File: src/rtl/ysyx_22040759_pkg.sv
// Shared definitions for the fetch-to-decode path: default widths, the bubble
// instruction and slice helpers for the {inst, pc} fetch bus.
`define YSYX_22040759_BUS_INST(bus, xlen, ilen) bus[(ilen)+(xlen)-1:(xlen)]
`define YSYX_22040759_BUS_PC(bus, xlen) bus[(xlen)-1:0]

package ysyx_22040759_pkg;
   localparam int          XLEN_DEF       = 64;
   localparam int          ILEN_DEF       = 32;
   localparam int          FS_TO_DS_BUS_W = ILEN_DEF + XLEN_DEF;
   localparam logic [31:0] NOP_INST       = 32'h0000_0013;
endpackage

File: src/rtl/ysyx_22040759_ibuf_mem.sv
// Instruction buffer storage: one write port, one asynchronous read port.
// Entries carry no reset; validity is tracked by the owner.
module ysyx_22040759_ibuf_mem #(
   parameter int DEPTH = 4,
   parameter int WIDTH = 96,
   parameter int AW    = $clog2(DEPTH)
) (
   input  logic             clk,
   input  logic             we,
   input  logic [AW-1:0]    waddr,
   input  logic [WIDTH-1:0] wdata,
   input  logic [AW-1:0]    raddr,
   output logic [WIDTH-1:0] rdata
);
   logic [WIDTH-1:0] mem [DEPTH];

   always_ff @(posedge clk) begin
      if (we) mem[waddr] <= wdata;
   end

   assign rdata = mem[raddr];
endmodule

File: src/rtl/ysyx_22040759_ds_ibuf.sv
// Fetch-to-decode instruction queue: presents the head packet to decode, injects
// NOP bubbles on stall or when empty, and discards everything on flush.
module ysyx_22040759_ds_ibuf #(
   parameter int           XLEN         = ysyx_22040759_pkg::XLEN_DEF,
   parameter int           ILEN         = ysyx_22040759_pkg::ILEN_DEF,
   parameter int           DEPTH        = 4,
   parameter logic [ILEN-1:0] NOP_INST  = ILEN'(ysyx_22040759_pkg::NOP_INST),
   parameter bit           PASS_ON_FULL = 1'b1
) (
   input  logic                         clk,
   input  logic                         rst,
   input  logic                         fs_to_ds_valid,
   input  logic [ILEN+XLEN-1:0]         fs_to_ds_bus,
   output logic                         ds_allowin,
   input  logic                         flush,
   input  logic                         stall,
   input  logic                         es_allowin,
   output logic                         ds_to_es_valid,
   output logic [ILEN-1:0]              ds_inst,
   output logic [XLEN-1:0]              ds_pc,
   output logic                         ds_bubble,
   output logic [$clog2(DEPTH+1)-1:0]   count
);
   localparam int BUS_W = ILEN + XLEN;
   localparam int PTR_W = $clog2(DEPTH);
   localparam int CNT_W = $clog2(DEPTH + 1);

   logic [PTR_W-1:0] wr_ptr_reg, rd_ptr_reg;
   logic [CNT_W-1:0] count_reg, count_next;
   logic [BUS_W-1:0] head_entry;
   logic             has_head, full, push, pop;

   assign has_head = (count_reg != '0);
   assign full     = (count_reg == CNT_W'(DEPTH));

   assign ds_to_es_valid = has_head && !stall && !flush;
   assign pop            = ds_to_es_valid && es_allowin;

   generate
      if (PASS_ON_FULL) begin : g_pass_on_full
         // A full queue can still take a packet when the head leaves this cycle.
         assign ds_allowin = !full || (es_allowin && !stall && !flush);
      end else begin : g_strict_full
         assign ds_allowin = !full;
      end
   endgenerate

   assign push = fs_to_ds_valid && ds_allowin && !flush;

   ysyx_22040759_ibuf_mem #(
      .DEPTH (DEPTH),
      .WIDTH (BUS_W),
      .AW    (PTR_W)
   ) u_mem (
      .clk   (clk),
      .we    (push),
      .waddr (wr_ptr_reg),
      .wdata (fs_to_ds_bus),
      .raddr (rd_ptr_reg),
      .rdata (head_entry)
   );

   always_comb begin
      ds_inst   = NOP_INST;
      ds_pc     = '0;
      ds_bubble = 1'b1;
      if (has_head && !stall) begin
         ds_inst   = `YSYX_22040759_BUS_INST(head_entry, XLEN, ILEN);
         ds_pc     = `YSYX_22040759_BUS_PC(head_entry, XLEN);
         ds_bubble = 1'b0;
      end
   end

   always_comb begin
      count_next = count_reg;
      case ({push, pop})
         2'b10:   count_next = count_reg + CNT_W'(1);
         2'b01:   count_next = count_reg - CNT_W'(1);
         default: count_next = count_reg;
      endcase
   end

   // DEPTH is a power of two, so the pointers wrap by plain overflow.
   always_ff @(posedge clk or posedge rst) begin
      if (rst) begin
         wr_ptr_reg <= '0;
         rd_ptr_reg <= '0;
         count_reg  <= '0;
      end else if (flush) begin
         rd_ptr_reg <= wr_ptr_reg;
         count_reg  <= '0;
      end else begin
         if (push) wr_ptr_reg <= wr_ptr_reg + PTR_W'(1);
         if (pop)  rd_ptr_reg <= rd_ptr_reg + PTR_W'(1);
         count_reg <= count_next;
      end
   end

   assign count = count_reg;
endmodule

File: config.mk
export PLATFORM = sky130hd
export DESIGN_NAME = ysyx_22040759_ds_ibuf
export DESIGN_NICKNAME = d
export VERILOG_FILES = /design/src/rtl/ysyx_22040759_pkg.sv /design/src/rtl/ysyx_22040759_ibuf_mem.sv /design/src/rtl/ysyx_22040759_ds_ibuf.sv
export SDC_FILE = /design/constraint.sdc
export NUM_CORES = 1
export LEC_CHECK = 0
export ABC_AREA = 1
export CAP_MARGIN = 10
export CORE_MARGIN = 5
export CORE_UTILIZATION = 46
export CTS_CLUSTER_SIZE = 10
export DETAILED_ROUTE_END_ITERATION = 12
export PLACE_DENSITY_LB_ADDON = 0.2
export SLEW_MARGIN = 30
export SYNTH_ARGS = -nofsm -noshare
export SYNTH_HDL_FRONTEND = slang
export SYNTH_HIERARCHICAL = 1
export SYNTH_SLANG_ARGS = --single-unit
File: constraint.sdc
create_clock -name clk -period 8.25 [get_ports clk]
set_input_delay 0.825 -clock clk [delete_from_list [all_inputs] [get_ports clk]]
set_output_delay 0.825 -clock clk [all_outputs]
set_load 0.03 [all_outputs]
[After elaboration in Yosys (flattened, before gate mapping)]
Memories as Yosys holds them, arrays and structs flattened.
Cells that the tools add are included.
Cells by class
  bitwise gates (word level): 1
  muxes and demuxes: 9
  reduce and logical (&&, ||, !) cells: 15
  $mul: 0
  shift-type cells: 0
  $lt $le $gt $ge: 0
  $add $sub $neg: 4
  equal/unequal tests: 3
  divide/modulo/power cells: 0
Operator list (number)
  2-to-1 mux 64 bit: 1
  2-to-1 mux 32 bit: 1
  logical AND 1 bit: 7
  one-hot mux 3 bit (2 select lines): 1
  nonzero test 3 bit: 2
  adder 2 x 1 -> 2 bit, second input constant: 2
  2-to-1 mux 2 bit: 2
  adder 3 x 1 -> 3 bit, second input constant: 1
  equality test 3 bit, second input constant: 1
  zero test 1 bit: 3
  2-to-1 mux 1 bit: 3
  2-to-1 mux 3 bit: 1
  subtractor 3 x 1 -> 3 bit, second input constant: 1
  equality test 2 x 1 -> 1 bit, second input constant: 1
  equality test 2 bit, second input constant: 1
  AND reduction 2 bit: 1
  nonzero test 2 bit: 1
  logical OR 1 bit: 1
  NOT 1 bit: 1
Word-level totals
  RAM bits: 384
  bits of input ports: 102
  word-level logic and storage cells: 36
  memory bits (read-only): 0
  register bits after elaboration: 7
  bits in latches: 0
  memories kept: 1
  output and inout bits: 102
Memories
  u_mem.mem: depth 4, bits a word 96, rd ports 1, clocked after memory_dff 0, write ports 1, RTL line ysyx_22040759_ibuf_mem.sv:15  | logic [WIDTH-1:0] mem [DEPTH];

[Depth between registers and ports, before layout]
Gate-level depths: netlist of run 1.
  depth after elaboration: 9
  depth in mapped cells: 15
  depth with buffers taken out: 14

[Modules after synthesis]
The synthesis of run 1 kept the hierarchy.
By module, submodules not included
  ysyx_22040759_ibuf_mem: instances 1, area each 16077.9 sq um, cells an instance 1512
  ysyx_22040759_ds_ibuf: instances 1, area each 1358.8 sq um, cells an instance 267

[Worst setup path before layout of run 1]
Ideal clock, no wire load.
  path kind: input port to flip-flop
  from: in flush
  to: mem u_mem.mem[1][0] (enable)
  arrival time: 8.050 ns
  setup slack: -0.469 ns
  stages on the path: 8
  library setup time: 0.669 ns
  buffers on the path: 1
  cells stage by stage: buf_6 -> inv_2 -> nand3_1 -> nand3_2 -> nand2_2 -> nor2_4 -> inv_1 -> nor3_1
Between the ends
  word-level cells in the longest chain between the ends: 7
RTL lines
  from (decl): RTL line ysyx_22040759_ds_ibuf.sv:15  | input logic flush,
  zero test 1 bit: RTL line ysyx_22040759_ds_ibuf.sv:42  | assign ds_allowin = !full || (es_allowin && !stall && !flush);
  logical AND 1 bit: RTL line ysyx_22040759_ds_ibuf.sv:42
  logical OR 1 bit: RTL line ysyx_22040759_ds_ibuf.sv:42
  net ds_allowin: RTL line ysyx_22040759_ds_ibuf.sv:14  | output logic ds_allowin,
  logical AND 1 bit (2 in series): RTL line ysyx_22040759_ds_ibuf.sv:48  | assign push = fs_to_ds_valid && ds_allowin && !flush;
  net push: RTL line ysyx_22040759_ds_ibuf.sv:31  | logic has_head, full, push, pop;
  2-to-1 mux 1 bit: RTL line ysyx_22040759_ibuf_mem.sv:18  | if (we) mem[waddr] <= wdata;
  2-to-1 mux 1 bit (not written as such): RTL line ysyx_22040759_ibuf_mem.sv:18
  to (decl): RTL line ysyx_22040759_ibuf_mem.sv:15
The timed path passes the listed nets, and every way through them passes these cells.

[Worst setup path after layout of run 1]
  from: reg rd_ptr_reg[1]
  to: out ds_pc[51]
Between the ends
  word-level cells in the longest chain between the ends: 2
RTL lines
  from (decl): RTL line ysyx_22040759_ds_ibuf.sv:28  | logic [PTR_W-1:0] wr_ptr_reg, rd_ptr_reg;
  from (signal assigned): RTL line ysyx_22040759_ds_ibuf.sv:90  | rd_ptr_reg <= wr_ptr_reg;
  from (signal assigned): RTL line ysyx_22040759_ds_ibuf.sv:94  | if (pop) rd_ptr_reg <= rd_ptr_reg + PTR_W'(1);
  memory read (4 x 96 bit)
  net head_entry[51]: RTL line ysyx_22040759_ds_ibuf.sv:30  | logic [BUS_W-1:0] head_entry;
  2-to-1 mux 64 bit: RTL line ysyx_22040759_ds_ibuf.sv:67  | if (has_head && !stall) begin
  to (decl): RTL line ysyx_22040759_ds_ibuf.sv:20  | output logic [XLEN-1:0] ds_pc,
The timed path passes the listed nets, and every way through them passes these cells.

==> reports/summary.txt, run 1 <==
ANT nets after route: 0
clk_skew: 0.00810 ns
cell area after synthesis: 17,400 µm²
Residual DRC: 0
RR Startpoint: count[0]
internal power: 0.00412 W
Setup crit end kind: output port
Worst setup SP type: register
Slew HR: 42.2%
final net count: 2,072
Clk network pwr share: 26.9%
DR vias: 11,400
Yosys cell types: 26
initial core utilization: 46.4%
Worst EP required: 7.42 ns
DRT met1 WL: 16,100 µm
drt first pass iters: 4
Hold Crit Class: in -> async
RSZ-0062 raised after global routing: false
CTS H-tree lvls: 2
PD cells: 302 nW/µm²
drt via density: 4.58
final setup fails: 0
switching power: 0.00226 W
#FFs+latches synth: 391
max-cap check violation count: 0
routed length per instance: 15.0 µm
combinational share of power: 33.7%
final instance area: 21,100 µm²
Sequential Power Share: 39.4%
Filler Cells Inserted: 3,201
status: finished, final reports clean
CTS tree: done
largest net degree at the start of global routing: 107
Place WS: 4.04 ns
FF/Latch Area: 11,700 µm²
worst-case reg-to-reg path depth: 8
layout cells sized above 1: 5.19%
antenna violations before repair: 5
Seq/Total Area, Yosys: 67.1%
Placer Congestion: 0.766
Post-synth EDFFs: 384
Tmin final: 4.51 ns
final wirelength: 37,500 µm
Ys Warns: 6
maximum VDD drop: 0.000148 V
Mean Syn Cell Area: 9.80 µm²
first-pass GRT wire length: 58,700 µm
Critical Path Source: rd_ptr_reg[1]
final setup TNS: 0 ns
vias in the first global route: 11,300
max FFs per register: 384
area of the multi-input gates: 3520 µm²
Rows: 71
CP arrival: 3.68 ns
WS Path Type: reg -> out
Sw Share: 35.4%
top layer in use: met5
Synthesized Nets: 1,882
achievable frequency: 222 MHz
CTS buffer count: 45
Hold Fails Final Rpt: 0
Synth async-reset ratio: 1.79%
die height: 205 µm
ys flop type: edfxtp_1
GR Overflow Total: 0
post_cts resized: 0
Area Growth Syn to Fin: 21.1%
core area: 37,600 µm²
CTS Hold Bufs: 0
clock buffer depth: 3
Tightest Pin Transition: 0.867 ns
routed wl met2: 18,700 µm
Reg clk slew, reported paths: 0.05 ns
CTS root buffer: clkbuf_16
Ports: 204
Total GRT Usage: 17.7%
IO buf count: 203
Leak: 9.58 nW
fin. max-slew vios: 0
hpwl dp: 21,300 µm
final period utilization: 54.7%
Worst-Skew Late Latency: 0.53 ns
clk sinks: 391
Setup WS post-layout: 3.74 ns
CP Max Fanout: 51
DIE WIDTH: 205 µm
die area: 41,900 µm²
Cells after Synth: 1,779
Area after DPL: 19,900 µm²
routed length on met3: 1910 µm
DRT iter0 DRCs: 508
Post-CTS Setup Bufs: 0
[metal layers]
| metal | vias to the layer above | track usage, % |
|---|---|---|
| met5 | - | 0 |
| li1 | 5795 | - |
| met1 | 5337 | 22.1 |
| met4 | 6 | 5.24 |
| met2 | 241 | 31.3 |
| met3 | 56 | 3.72 |
[synth_stat cells (3+ instances only)]
cell / instances / area [µm²]
or2_1: 3 / 18.8
nor2_2: 21 / 131
inv_2: 5 / 18.8
nand3_1: 199 / 996
nor2_1: 80 / 300
buf_6: 4 / 45.0
nor3_1: 4 / 20.0
inv_1: 488 / 1830
dfrtp_1: 7 / 175
edfxtp_1: 384 / 11500
buf_2: 58 / 290
nand2_1: 497 / 1870
clkbuf_1: 11 / 41.3
[cells in the final DEF (no fill, tap or decap), types with 2 or more instances in the layout]
cell             count
nor2_2              21
nor2_4               2
inv_6                2
nand3_2              2
dfrtp_1              5
inv_2                3
clkbuf_1            14
nand2_1            497
nor2_1              80
buf_4               11
inv_1              488
buf_6                3
clkdlybuf4s50_1    203
or2_1                3
dfrtp_4              2
nand2_4              2
a21oi_1              2
nor3_2               4
nand3_1            199
clkbuf_16           47
edfxtp_1           384
nand2_2              2
[kinds of logic (layout without fill, tap and decap cells)]
family | after synthesis | after routing | share of synthesized area, %
fa+ha+maj | 1 | 1 | 0.115
buf+inv | 567 | 773 | 12.8
simple gates | 814 | 814 | 19.6
compound gates | 5 | 5 | 0.251
flops | 391 | 391 | 67.1
xor+xnor | 1 | 1 | 0.0502
other cells | 0 | 1 | 0
[final timing paths]
path | slack [ns] | to
worst max-delay path | 3.74 | ds_pc[51]
worst min-delay path | 0.54 | count[0]
worst max register to register | 5.34 | u_mem/mem[3][52]
worst min register to register | 0.60 | wr_ptr_reg[1]
max in group asynchronous | 7.47 | rd_ptr_reg[1]
min in group clk | 0.60 | wr_ptr_reg[1]
[critical path: stages (launching register included)]
cell and delay, ns:
dfrtp_4 0.71, inv_4 0.57, buf_4 0.71, nand3_1 0.18
nand2_1 0.12, inv_1 0.04, nor2_1 0.10, clkdlybuf4s50_1 0.69
[power by group through the flow]
| stage | Clock, W | Combinational [W] | Sequential (W) |
|---|---|---|---|
| 2_1_floorplan | 0 | 0.00150 | 0.00254 |
| 3_3_place_gp | 0 | 0.00215 | 0.00255 |
| 3_5_place_dp | 0 | 0.00218 | 0.00255 |
| 4_1_cts | 0.00176 | 0.00219 | 0.00251 |
| 5_1_grt | 0.00185 | 0.00239 | 0.00253 |
| 6_report | 0.00172 | 0.00215 | 0.00251 |
[cell type report]
class / instances / area share (%)
antenna: 1 / 0.0118
clock buffer: 61 / 5.82
clock inverter: 2 / 0.0592
inverter: 493 / 8.80
multi-input combinational: 821 / 16.6
sequential: 391 / 55.5
tap: 511 / 3.03
timing repair buffer: 217 / 10.2
[per-stage QoR]
stage,total power [W],util [%],instances,hold slack [ns]
2_1_floorplan,0.00404,-,1779,0.491
3_3_place_gp,0.00470,52.9,2433,0.574
3_5_place_dp,0.00473,52.9,2433,0.590
4_1_cts,0.00646,56.2,2496,0.517
5_1_grt,0.00677,56.2,2497,0.548
6_report,0.00638,56.2,2497,0.537
(Power assumes the default switching activity.)
==> inputs of run 2 (changes only) <==
==> constraint.sdc (replaced) <==
create_clock -name clk -period 4 [get_ports clk]
set_input_delay 0.4 -clock clk [delete_from_list [all_inputs] [get_ports clk]]
set_output_delay 0.4 -clock clk [all_outputs]
set_load 0.03 [all_outputs]
==> reports/summary.txt, run 2 (synthesized netlist as in run 1, its figures left out) <==
Worst-Skew Late Latency: 0.53 ns (about the same)
CTS root buffer: clkbuf_16
Hold Worst Slack: 0.107 ns (-0.430 ns)
Area Growth Syn to Fin: 21.9%
first-pass GRT wire length: 60,600 µm (+3.4%)
max FFs per register: 384 (unchanged)
final wirelength: 38,300 µm (+2.2%)
CTS tree: done
max-cap check violation count: 0 (unchanged)
CTS Hold Bufs: 0 (unchanged)
Total GRT Usage: 18.2% (+0.50 points)
Tmin final: 3.35 ns
die area: 41,900 µm² (unchanged)
commonest non-fill, non-tap cells in the layout: nand2_1, inv_1, edfxtp_1, clkdlybuf4s50_1, nand3_1
Slew HR: 39.1% (-3.1 points)
routed length per instance: 15.3 µm (+2.2%)
DRT iter0 DRCs: 591 (+16%)
core area: 37,600 µm² (unchanged)
drt via density: 4.63 (+1.1%)
DIE WIDTH: 205 µm (unchanged)
PD cells: 622 nW/µm² (+110%)
RR Startpoint: count[0]
final net count: 2,080 (+0.39%)
Post-CTS Setup Bufs: 0 (unchanged)
final period utilization: 83.8%
CTS H-tree lvls: 2 (unchanged)
DR vias: 11,600 (+1.1%)
largest net degree at the start of global routing: 197 (+84%)
Setup crit end kind: output port
Critical Path Source: rd_ptr_reg[0]
antenna violations before repair: 4 (-1)
Worst setup SP type: register
initial core utilization: 46.4% (unchanged)
Residual DRC: 0 (unchanged)
status: finished, final reports clean
clock buffer depth: 3 (unchanged)
fin. max-slew vios: 0 (unchanged)
clk_skew: 0.00933 ns (+0.00123 ns)
clk sinks: 391 (unchanged)
maximum VDD drop: 0.000534 V (+260%)
CP Max Fanout: 68 (+33%)
Tightest Pin Transition: 0.913 ns (+0.0469 ns)
CTS buffer count: 45 (unchanged)
GR Overflow Total: 0 (unchanged)
Leak: 9.64 nW (+0.62%)
Hold Fails Final Rpt: 0 (unchanged)
vias in the first global route: 11,700 (+3.8%)
ANT nets after route: 0 (unchanged)
final instance area: 21,300 µm² (+0.62%)
Worst EP required: 3.60 ns (-3.82 ns)
WS Path Type: reg -> out
die height: 205 µm (unchanged)
drt first pass iters: 5 (+1)
Rows: 71 (unchanged)
achievable frequency: 298 MHz
Area after DPL: 20,000 µm² (+0.85%)
Hold Crit Class: in -> async
post_cts resized: 0 (unchanged)
IO buf count: 203 (unchanged)
RSZ-0062 raised after global routing: false
CP arrival: 2.95 ns (-0.73 ns)
hpwl dp: 22,200 µm (+4.6%)
Reg clk slew, reported paths: 0.06 ns (about the same)
Ports: 204 (unchanged)
final setup fails: 0 (unchanged)
most common cell after layout, fill and taps aside: nand2_1
layout cells sized above 1: 5.65% (+0.46 points)
Placer Congestion: 0.780 (+1.9%)
==> run 2: changes by cell type in the layout (fill, tap and decap cells not counted), sizes merged <==
cell / change
clkinv: +1
diode: +1
clkbuf: -10
buf: +8
==> run 2: through the flow <==
step           utilization [%]  std cells  power [W]  TNS (ns)  setup slack [ns]
6_report                  56.6       2497     0.0132         0             0.647
5_1_grt                   56.5       2496     0.0140         0             0.421
4_1_cts                   56.5       2495     0.0134         0             0.577
3_5_place_dp              53.3       2441    0.00989         0             0.980
3_3_place_gp              53.3       2441    0.00982         0              1.04
2_1_floorplan                -       1779    0.00829   -543.73             -1.42
==> run 2: routing by layer <==
metal | vias to the layer above | GRT usage [%] | part of all wire, % | routed length (µm)
met2 | 273 | 32.5 | 50 | 19100
met4 | 6 | 5.17 | 2.2 | 850
li1 | 5800 | - | - | -
met5 | - | 0 | 0.11 | 43
met1 | 5419 | 22.9 | 42 | 16100
met3 | 63 | 3.36 | 5.7 | 2180
==> run 2: cell type report <==
type                            count  area [µm²]
Timing Repair Buffer              225        2280
Antenna cell                        2        5.00
Clock inverter                      3        17.5
Inverter                          493        1860
Fill cell                        3181       16300
Multi-Input combinational cell    821        3540
Tap cell                          511         639
Sequential cell                   391       11700
Clock buffer                       51        1190
==> run 2: worst paths after layout <==
check / cells past startpoint / slack (ns) / to
min in group clk: 1 / 0.50 / u_mem/mem[2][68]
worst max-delay path: 8 / 0.65 / ds_pc[1]
worst min-delay path: 2 / 0.11 / count[0]
worst min register to register: 2 / 0.64 / count[2]
max in group asynchronous: 2 / 3.63 / rd_ptr_reg[1]
worst max register to register: 7 / 1.73 / u_mem/mem[1][60]
==> run 2: worst max-delay path: stages, from the launching register on <==
cell,delay [ns]
dfrtp_4,0.51
inv_6,0.40
buf_4,0.50
nand2_1,0.10
nand3_1,0.09
nand2_1,0.09
inv_1,0.06
nor2_1,0.04
clkdlybuf4s50_1,0.60
==> run 2: report_power, final <==
part           switching [W]  total (W)  internal [W]  leakage [nW]
clock                0.00142    0.00349       0.00207         0.594
sequential          0.000129    0.00509       0.00496          3.57
combinational        0.00315    0.00465       0.00150          5.47
total                0.00470     0.0132       0.00853          9.64
